File: src/rtl/melody_sequencer_pkg.sv
// Shared definitions for the melody sequencer: one-hot state encodings and the
// default period width shared with the note player.
package melody_sequencer_pkg;

  localparam int unsigned PeriodWDefault = 8;

  typedef enum logic [3:0] {
    StIdle = 4'b0000,
    StLoad = 4'b1000,
    StPlay = 4'b0100,
    StDone = 4'b0010
  } state_e;

  function automatic logic state_busy(input state_e s);
    return (s == StLoad) || (s == StPlay);
  endfunction

endpackage

File: src/rtl/melody_sequencer_if.sv
// Config/control bus between user logic (master) and the melody sequencer (slave),
// including the note player drive outputs and debug state.
interface melody_sequencer_if
  import melody_sequencer_pkg::*;
#(
  parameter int unsigned DEPTH    = 8,
  parameter int unsigned PERIOD_W = PeriodWDefault,
  parameter int unsigned DUR_W    = 8
);
  localparam int unsigned AW = $clog2(DEPTH);

  logic                wr_en;
  logic [AW-1:0]       wr_addr;
  logic [PERIOD_W-1:0] wr_period;
  logic [DUR_W-1:0]    wr_dur;
  logic [AW:0]         len;
  logic                loop;
  logic                start;
  logic                stop;
  logic                np_rst;
  logic [PERIOD_W-1:0] np_period;
  logic [AW-1:0]       idx;
  logic                busy;
  logic                done;
  logic [3:0]          state;

  modport master (
    output wr_en, wr_addr, wr_period, wr_dur, len, loop, start, stop,
    input  np_rst, np_period, idx, busy, done, state
  );

  modport slave (
    input  wr_en, wr_addr, wr_period, wr_dur, len, loop, start, stop,
    output np_rst, np_period, idx, busy, done, state
  );

endinterface

File: src/rtl/melody_sequencer_mem.sv
// Melody entry register file: one synchronous write port, one combinational read
// port. Contents are not reset; the melody is expected to be programmed before use.
module melody_sequencer_mem #(
  parameter int unsigned DEPTH    = 8,
  parameter int unsigned PERIOD_W = 8,
  parameter int unsigned DUR_W    = 8,
  localparam int unsigned AW      = $clog2(DEPTH)
) (
  input  logic                i_clk,
  input  logic                i_wr_en,
  input  logic [AW-1:0]       i_wr_addr,
  input  logic [PERIOD_W-1:0] i_wr_period,
  input  logic [DUR_W-1:0]    i_wr_dur,
  input  logic [AW-1:0]       i_rd_addr,
  output logic [PERIOD_W-1:0] o_rd_period,
  output logic [DUR_W-1:0]    o_rd_dur
);

  logic [PERIOD_W+DUR_W-1:0] r_mem_q [DEPTH];

  always_ff @(posedge i_clk) begin
    if (i_wr_en) begin
      r_mem_q[i_wr_addr] <= {i_wr_period, i_wr_dur};
    end
  end

  // Read-before-write: a same-cycle write is only visible from the next cycle.
  assign {o_rd_period, o_rd_dur} = r_mem_q[i_rd_addr];

endmodule

File: src/rtl/melody_sequencer.sv
// Melody sequencer: steps through programmed (period, duration) entries and drives
// the note player's period and reset, with optional looping.
module melody_sequencer
  import melody_sequencer_pkg::*;
#(
  parameter int unsigned DEPTH    = 8,
  parameter int unsigned PERIOD_W = PeriodWDefault,
  parameter int unsigned DUR_W    = 8
) (
  input logic              clk,
  input logic              rst,
  melody_sequencer_if.slave bus
);

  localparam int unsigned AW = $clog2(DEPTH);

  state_e              r_state_q, w_state_d;
  logic [AW-1:0]       r_idx_q, w_idx_d;
  logic [DUR_W-1:0]    r_count_q, w_count_d;
  logic [PERIOD_W-1:0] r_period_q, w_period_d;
  logic [PERIOD_W-1:0] w_rd_period;
  logic [DUR_W-1:0]    w_rd_dur;
  logic                w_last;

  melody_sequencer_mem #(
    .DEPTH    (DEPTH),
    .PERIOD_W (PERIOD_W),
    .DUR_W    (DUR_W)
  ) u_mem (
    .i_clk       (clk),
    .i_wr_en     (bus.wr_en),
    .i_wr_addr   (bus.wr_addr),
    .i_wr_period (bus.wr_period),
    .i_wr_dur    (bus.wr_dur),
    .i_rd_addr   (r_idx_q),
    .o_rd_period (w_rd_period),
    .o_rd_dur    (w_rd_dur)
  );

  // idx+1 >= len also ends the melody when len is lowered below the current entry.
  assign w_last = ({1'b0, r_idx_q} + (AW+1)'(1)) >= bus.len;

  always_comb begin
    w_state_d  = r_state_q;
    w_idx_d    = r_idx_q;
    w_count_d  = r_count_q;
    w_period_d = r_period_q;
    unique case (r_state_q)
      StIdle: begin
        if (bus.start && !bus.stop) begin
          w_idx_d   = '0;
          w_state_d = (bus.len != '0) ? StLoad : StDone;
        end
      end
      StLoad: begin
        if (bus.stop) begin
          w_state_d = StIdle;
          w_idx_d   = '0;
        end else begin
          w_period_d = w_rd_period;
          w_count_d  = (w_rd_dur == '0) ? DUR_W'(1) : w_rd_dur;
          w_state_d  = StPlay;
        end
      end
      StPlay: begin
        if (bus.stop) begin
          w_state_d = StIdle;
          w_idx_d   = '0;
        end else if (r_count_q <= DUR_W'(1)) begin
          if (!w_last) begin
            w_idx_d   = r_idx_q + AW'(1);
            w_state_d = StLoad;
          end else if (bus.loop) begin
            w_idx_d   = '0;
            w_state_d = StLoad;
          end else begin
            w_state_d = StDone;
          end
        end else begin
          w_count_d = r_count_q - DUR_W'(1);
        end
      end
      StDone: w_state_d = StIdle;
      default: begin
        w_state_d = StIdle;
        w_idx_d   = '0;
      end
    endcase
  end

  always_ff @(posedge clk) begin
    if (rst) begin
      r_state_q  <= StIdle;
      r_idx_q    <= '0;
      r_count_q  <= '0;
      r_period_q <= '0;
    end else begin
      r_state_q  <= w_state_d;
      r_idx_q    <= w_idx_d;
      r_count_q  <= w_count_d;
      r_period_q <= w_period_d;
    end
  end

  // A zero period is a rest: keep the player in reset for the whole note.
  assign bus.np_rst    = !((r_state_q == StPlay) && (r_period_q != '0));
  assign bus.np_period = r_period_q;
  assign bus.idx       = r_idx_q;
  assign bus.busy      = state_busy(r_state_q);
  assign bus.done      = (r_state_q == StDone);
  assign bus.state     = r_state_q;

endmodule

File: src/flat_wrapper.sv
// flat-port wrapper written by rule: the top's interface ports become plain ports
module melody_sequencer_flat import melody_sequencer_pkg::*;
#(
  parameter int unsigned DEPTH    = 8,
  parameter int unsigned PERIOD_W = PeriodWDefault,
  parameter int unsigned DUR_W    = 8
)
  (clk, rst, bus_wr_en, bus_wr_addr, bus_wr_period, bus_wr_dur, bus_len, bus_loop, bus_start, bus_stop, bus_np_rst, bus_np_period, bus_idx, bus_busy, bus_done, bus_state);
  melody_sequencer_if #(.DEPTH(DEPTH), .PERIOD_W(PERIOD_W), .DUR_W(DUR_W)) bus_i ();
  input logic clk;
  input logic rst;
  input wire logic [$bits(bus_i.wr_en)-1:0] bus_wr_en;
  input wire logic [$bits(bus_i.wr_addr)-1:0] bus_wr_addr;
  input wire logic [$bits(bus_i.wr_period)-1:0] bus_wr_period;
  input wire logic [$bits(bus_i.wr_dur)-1:0] bus_wr_dur;
  input wire logic [$bits(bus_i.len)-1:0] bus_len;
  input wire logic [$bits(bus_i.loop)-1:0] bus_loop;
  input wire logic [$bits(bus_i.start)-1:0] bus_start;
  input wire logic [$bits(bus_i.stop)-1:0] bus_stop;
  output wire logic [$bits(bus_i.np_rst)-1:0] bus_np_rst;
  output wire logic [$bits(bus_i.np_period)-1:0] bus_np_period;
  output wire logic [$bits(bus_i.idx)-1:0] bus_idx;
  output wire logic [$bits(bus_i.busy)-1:0] bus_busy;
  output wire logic [$bits(bus_i.done)-1:0] bus_done;
  output wire logic [$bits(bus_i.state)-1:0] bus_state;
  assign bus_i.wr_en = bus_wr_en;
  assign bus_i.wr_addr = bus_wr_addr;
  assign bus_i.wr_period = bus_wr_period;
  assign bus_i.wr_dur = bus_wr_dur;
  assign bus_i.len = bus_len;
  assign bus_i.loop = bus_loop;
  assign bus_i.start = bus_start;
  assign bus_i.stop = bus_stop;
  assign bus_np_rst = bus_i.np_rst;
  assign bus_np_period = bus_i.np_period;
  assign bus_idx = bus_i.idx;
  assign bus_busy = bus_i.busy;
  assign bus_done = bus_i.done;
  assign bus_state = bus_i.state;
  melody_sequencer #(.DEPTH(DEPTH), .PERIOD_W(PERIOD_W), .DUR_W(DUR_W)) u_core (.clk(clk), .rst(rst), .bus(bus_i));
endmodule
File: config.mk
export PLATFORM = sky130hd
export DESIGN_NAME = melody_sequencer_flat
export DESIGN_NICKNAME = d
export VERILOG_FILES = /design/src/rtl/melody_sequencer_pkg.sv /design/src/rtl/melody_sequencer_if.sv /design/src/rtl/melody_sequencer_mem.sv /design/src/rtl/melody_sequencer.sv /design/src/flat_wrapper.sv
export SDC_FILE = /design/constraint.sdc
export NUM_CORES = 1
export LEC_CHECK = 0
export CORE_ASPECT_RATIO = 0.9
export CORE_MARGIN = 8
export CORE_UTILIZATION = 50
export CTS_BUF_LIST = sky130_fd_sc_hd__clkbuf_2 sky130_fd_sc_hd__clkbuf_4 sky130_fd_sc_hd__clkbuf_8
export DETAILED_ROUTE_END_ITERATION = 10
export PLACE_DENSITY = 0.71
export SETUP_SLACK_MARGIN = 0.1
export SYNTH_ARGS = -nofsm -noshare
export SYNTH_HDL_FRONTEND = slang
export SYNTH_SLANG_ARGS = --single-unit
File: constraint.sdc
create_clock -name clk -period 2.8 [get_ports clk]
set_clock_uncertainty 0.2 [all_clocks]
set_input_delay 0.28 -clock clk [delete_from_list [all_inputs] [get_ports clk]]
set_output_delay 0.28 -clock clk [all_outputs]
set_load 0.005 [all_outputs]
==> flow_metrics.env, run 1 <==
export IMPL_synth_edff_count=128
export IMPL_gp_congestion=0.8272
export IMPL_via_per_inst=5.745
export IMPL_fmax_mhz=429.3
export IMPL_synthesis_area_um2=6332
export IMPL_worstPathMaxFanout=8
export IMPL_power_density_nw_per_um2=589.7
export IMPL_min_path_type="reg2reg"
export IMPL_arrival_ps=1850
export IMPL_die_w_um=134.6
export IMPL_clock_latency_ps=440
export IMPL_slew_headroom_pct=46.97
export IMPL_hold_viol_final=0
export IMPL_row_count=39
export IMPL_gr_total_overflow=0
export IMPL_firstDrtPassIters=5
export IMPL_fin_nets=495
export IMPL_cts_tree="done"
export IMPL_fin_crit_ps=2329
export IMPL_power_w=0.004372
export IMPL_detail_route_iter0_violations=267
export IMPL_maxCapViolations=0
export IMPL_hold_buffers=0
export IMPL_ys_seq_area_share_pct=68.60
export IMPL_rsz0062_at_grt="no"
export IMPL_grtUsageTotal_pct=15.83
export IMPL_synthCells=394
export IMPL_dieArea_um2=16530
export IMPL_ys_types=46
export IMPL_port_buffers=45
export IMPL_slew_viol_final=0
export IMPL_setup_tns_ps=0
export IMPL_cts_sinks=153
export IMPL_dp_hpwl_um=8062
export IMPL_grt_max_degree=26
export IMPL_clk_pin_slew_ps=80
export IMPL_outcome="finished, final reports clean"
export IMPL_dr_total_vias=3654
export IMPL_worst_pin_slew_ps=795.4
export IMPL_pre_cts_ws_ps=376.6
export IMPL_wire_per_inst_um=19.36
export IMPL_syn_to_final_growth_pct=17.07
export IMPL_avgSynthCellArea_um2=16.07
export IMPL_core_area_um2=12540
export IMPL_grt_pass1_vias=3652
export IMPL_cts_made_buffers=17
export IMPL_chipHeight_um=122.8
export IMPL_start_util_pct=50.49
export IMPL_ctsRootBufferMaster="clkbuf_8"
export IMPL_crit_required_ps=2320
export IMPL_clockBufferDepth=2
export IMPL_drcViolationCount=0
export IMPL_antenna_found_initial=0
export IMPL_diodes=0
export IMPL_ys_ff_latch=153
export IMPL_ant_nets=0
export IMPL_path_class="reg2out"
export IMPL_async_reset_ff_share_pct=0
export IMPL_post_route_period_util_pct=83.19
export IMPL_setup_ws_ps=470.5
export IMPL_wl_um=12310
export IMPL_cts_max_level=4
export IMPL_ys_warn_count=0
export IMPL_drive_above_1_share_pct=18.86
export IMPL_endpoint_kind="output pin"
export IMPL_final_fill_count=932
export IMPL_cts_resized=0
export IMPL_irDropWorstVdd_uv=293.5
export IMPL_grt_pass1_wl_um=19710
export IMPL_setup_viol_count_final=0
export IMPL_syn_num_nets=430
export IMPL_placed_area_um2=7048
export IMPL_crit_path_start_kind="flip-flop"
export IMPL_post_cts_setup_buffers=0
export IMPL_ys_flop_type="edfxtp_1"
export IMPL_total_leakage_power_nw=2.407
export IMPL_finish_instance_area_um2=7413
export IMPL_num_io_pins=47
## metrics by stage
stage | util (%) | cells | hold slack (ps)
after floorplan | - | 394 | 178.9
after global placement | 56.20 | 604 | 290.5
after detailed placement | 56.20 | 604 | 300.6
after CTS | 59.11 | 636 | 298.8
after global routing | 59.11 | 636 | 346.2
final | 59.11 | 636 | 311.0
## critical path, stage by stage, from the launching register on
cell             delay (ps)
dfxtp_1                 460
nand2b_1                180
nor2_1                   50
buf_4                   180
nand2_1                  60
clkdlybuf4s50_1         490
## path summary, 6_finish.rpt
kind	start	to	slack [ps]	cells past startpoint
min	u_core.r_count_q[2]	u_core.r_count_q[2]	310	2
min reg2reg	u_core.r_count_q[2]	u_core.r_count_q[2]	310	2
max	u_core.bus.state[3]	bus_np_rst	470	5
max reg2reg	flip-flop	u_core.r_count_q[0]	470	5
## cells in the final DEF, fill, tap and decap left out, types with 4 or more instances in the layout
cell	count
o21ai_0	12
inv_1	8
ha_1	7
mux4_2	32
a211oi_1	9
nor2b_1	4
nor3_1	12
or3_1	5
o31ai_1	5
edfxtp_1	128
nand2b_1	9
nor2_1	41
dfxtp_1	23
clkdlybuf4s50_1	45
buf_4	17
nand2_1	9
mux2i_1	14
o22ai_1	4
nor4_1	4
a21oi_1	18
clkbuf_8	17
## logic make-up after synthesis
kind of cell,synth area share [%]
other,0.05922
AND/OR/NAND/NOR,8.141
multiplexers,13.77
adder cells (fa/ha/maj),1.383
XOR/XNOR,0.1383
AO/OA/AOI/OAI,6.165
flip-flops,68.60
buffers and inverters,1.739
## per-layer routing
| metal | wire length, um | GRT usage [%] | part of all wire, % | vias up |
|---|---|---|---|---|
| li1 | - | - | - | 1709 |
| met1 | 5600 | 21.01 | 45 | 1808 |
| met2 | 5820 | 24.63 | 47 | 124 |
| met3 | 761 | 4.624 | 6.2 | 13 |
| met4 | 132 | 5.326 | 1.1 | 0 |
| met5 | 0 | 0 | 0 | - |
## sequential cells by signal (all words and copies together), names as in the netlist, named ones only
name	count
u_core.bus.np_period	8
u_core.u_mem.r_mem_q	128
u_core.bus.state	3
u_core.bus.idx	3
u_core.r_count_q	8
## cell type report
class | instances | area, um2 | area share (%)
inverter | 8 | 30.03 | 0.4051
multi-input combinational | 217 | 1888 | 25.47
tap | 164 | 205.2 | 2.768
clock buffer | 18 | 241.5 | 3.257
clock inverter | 14 | 123.9 | 1.671
timing repair buffer | 62 | 578.1 | 7.797
sequential | 153 | 4347 | 58.63
## Yosys cell counts (2+ instances only)
| cell | n | area share (%) |
|---|---|---|
| o22ai_1 | 4 | 0.40 |
| nor3_1 | 14 | 1.1 |
| buf_2 | 7 | 0.55 |
| o21ai_0 | 12 | 0.95 |
| a21oi_1 | 18 | 1.4 |
| nand4b_1 | 2 | 0.28 |
| a211oi_1 | 9 | 1.1 |
| nand2_1 | 9 | 0.53 |
| or3_1 | 5 | 0.49 |
| mux4_2 | 32 | 11 |
| nand2b_1 | 9 | 0.89 |
| edfxtp_1 | 128 | 61 |
| ha_1 | 7 | 1.4 |
| clkbuf_1 | 7 | 0.42 |
| o211ai_1 | 2 | 0.24 |
| nor2b_1 | 4 | 0.40 |
| nand4_1 | 3 | 0.30 |
| nor4_1 | 4 | 0.40 |
| dfxtp_1 | 25 | 7.9 |
| mux2i_1 | 14 | 2.2 |
| nor2_1 | 41 | 2.4 |
| and3_1 | 2 | 0.20 |
| a31oi_1 | 2 | 0.20 |
| inv_1 | 8 | 0.47 |
| o31ai_1 | 5 | 0.59 |
## power breakdown
part | switching (W) | internal (W)
clock | 0.000798 | 0.000714
combinational | 0.000148 | 0.000131
sequential | 0.0000360 | 0.00254
total | 0.000983 | 0.00339
(Power assumes the default switching activity.)
==> run 2, diff against run 1 <==
Clock period 2.8 ns to 2.15 ns, I/O delays scaled along.
==> run 2 against run 1 <==
- worst hold slack got worse by 46 ps
- combinational power grew 48%
- final cell count is 3.5% higher
- largest power group unchanged
- critical path type is now reg2reg
- first-iteration DRC count decreased by 16%
- flip-flop and latch count unchanged
- total power is 36% higher
==> flow_metrics.env, run 2 (synthesis results as in run 1) <==
export IMPL_outcome="finished, final reports clean"
export IMPL_fin_crit_ps=2072
export IMPL_power_density_nw_per_um2=756.8
export IMPL_arrival_ps=2190
export IMPL_hold_viol_final=0
export IMPL_irDropWorstVdd_uv=526.1
export IMPL_die_w_um=134.6
export IMPL_setup_viol_count_final=0
export IMPL_gr_total_overflow=0
export IMPL_regArea_um2=4364
export IMPL_maxCapViolations=0
export IMPL_clockBufferDepth=2
export IMPL_endpoint_kind="flip-flop"
export IMPL_via_per_inst=5.729
export IMPL_port_buffers=45
export IMPL_rsz0062_at_grt="yes"
export IMPL_clk_pin_slew_ps=80
export IMPL_crit_path_start_kind="flip-flop"
export IMPL_grt_max_degree=18
export IMPL_wl_um=13030
export IMPL_wire_per_inst_um=19.80
export IMPL_start_util_pct=50.49
export IMPL_fin_nets=518
export IMPL_fmax_mhz=482.7
export IMPL_path_class="reg2reg"
export IMPL_pre_cts_ws_ps=-233.1
export IMPL_dr_total_vias=3770
export IMPL_setup_ws_ps=78.43
export IMPL_syn_to_final_growth_pct=24.07
export IMPL_row_count=39
export IMPL_setup_tns_ps=0
export IMPL_firstDrtPassIters=4
export IMPL_multi_input_area_um2=2018
export IMPL_largest_reg_flops=128
export IMPL_antenna_found_initial=0
export IMPL_final_common_cell="edfxtp_1"
export IMPL_cts_made_buffers=17
export IMPL_worstPathMaxFanout=5
export IMPL_slew_viol_final=0
export IMPL_dp_hpwl_um=8476
export IMPL_cts_max_level=4
export IMPL_gp_congestion=0.8483
export IMPL_ctsRootBufferMaster="clkbuf_8"
export IMPL_power_w=0.005945
export IMPL_drive_above_1_share_pct=27.94
export IMPL_num_io_pins=47
export IMPL_core_area_um2=12540
export IMPL_ant_nets=0
export IMPL_top_register="u_core.u_mem.r_mem_q"
export IMPL_grtUsageTotal_pct=16.35
export IMPL_total_leakage_power_nw=2.590
export IMPL_post_route_period_util_pct=96.35
export IMPL_grt_pass1_vias=3800
export IMPL_dieArea_um2=16530
export IMPL_crit_required_ps=2270
export IMPL_final_cell_mix="128 x edfxtp_1, 43 x clkdlybuf4s50_1, 39 x nor2_1, 32 x mux4_2, 32 x buf_4"
export IMPL_diodes=0
export IMPL_clock_latency_ps=430
export IMPL_drcViolationCount=0
export IMPL_final_fill_count=880
export IMPL_min_path_type="in2reg"
export IMPL_hold_buffers=0
export IMPL_cts_sinks=153
export IMPL_cts_tree="done"
export IMPL_detail_route_iter0_violations=224
export IMPL_chipHeight_um=122.8
export IMPL_grt_pass1_wl_um=20310
## run 2: path summary, 6_finish.rpt
kind | from | cells past startpoint | endpoint | slack, ps
max | u_core.bus.idx[0] | 6 | u_core.bus.idx[0] | 80
min | rst | 2 | u_core.r_count_q[6] | 270
max reg2reg | u_core.bus.idx[0] | 6 | u_core.bus.idx[0] | 80
min reg2reg | u_core.r_count_q[5] | 2 | u_core.r_count_q[5] | 320
## run 2: layout make-up
class,count,area share [%]
clock buffers,19,3.169
repair buffers,85,10.69
inverters,8,0.3822
multi-input cells,217,25.69
well taps,164,2.612
clock inverters,12,1.911
flip-flops and latches,153,55.55
## run 2: routing by layer
metal	global-route usage, %	wire (um)	up-vias
met2	26.34	6242	142
li1	-	-	1750
met3	5.278	1036	19
met5	0	0	-
met1	20.98	5585	1859
met4	4.555	161	0
## run 2: what timing repair did
| item | 4_1_cts | 5_1_grt |
|---|---|---|
| setup endpoints to repair | 22 | 18 |
| gates resized for setup | 21 | 19 |
| pin swaps | 5 | 2 |
| hold endpoints to repair | 0 | 0 |
| setup buffers | 5 | 2 |
## run 2: through the flow
| step | cells | hold slack (ps) | cell area (um2) | util (%) |
|---|---|---|---|---|
| after detailed placement | 620 | 299.5 | 7244 | 57.77 |
| after global placement | 620 | 297.6 | 7244 | 57.77 |
| final | 658 | 265.1 | 7856 | 62.65 |
| after CTS | 656 | 237.9 | 7759 | 61.87 |
| after global routing | 658 | 275.3 | 7856 | 62.65 |
| after floorplan | 394 | 113.9 | 6339 | - |
## run 2: critical path: stages, from the launching register on
cell	delay, ps
dfxtp_4	370
ha_4	290
ha_4	190
a2111o_1	380
and4b_2	260
o21ai_0	170
a21oi_1	100
## run 2: power by group
part           leakage [nW]  internal (W)  switching [W]
Sequential             1.37       0.00331      0.0000505
Combinational          1.02      0.000200       0.000214
Clock                 0.200       0.00116        0.00101
Total                  2.59       0.00467        0.00127
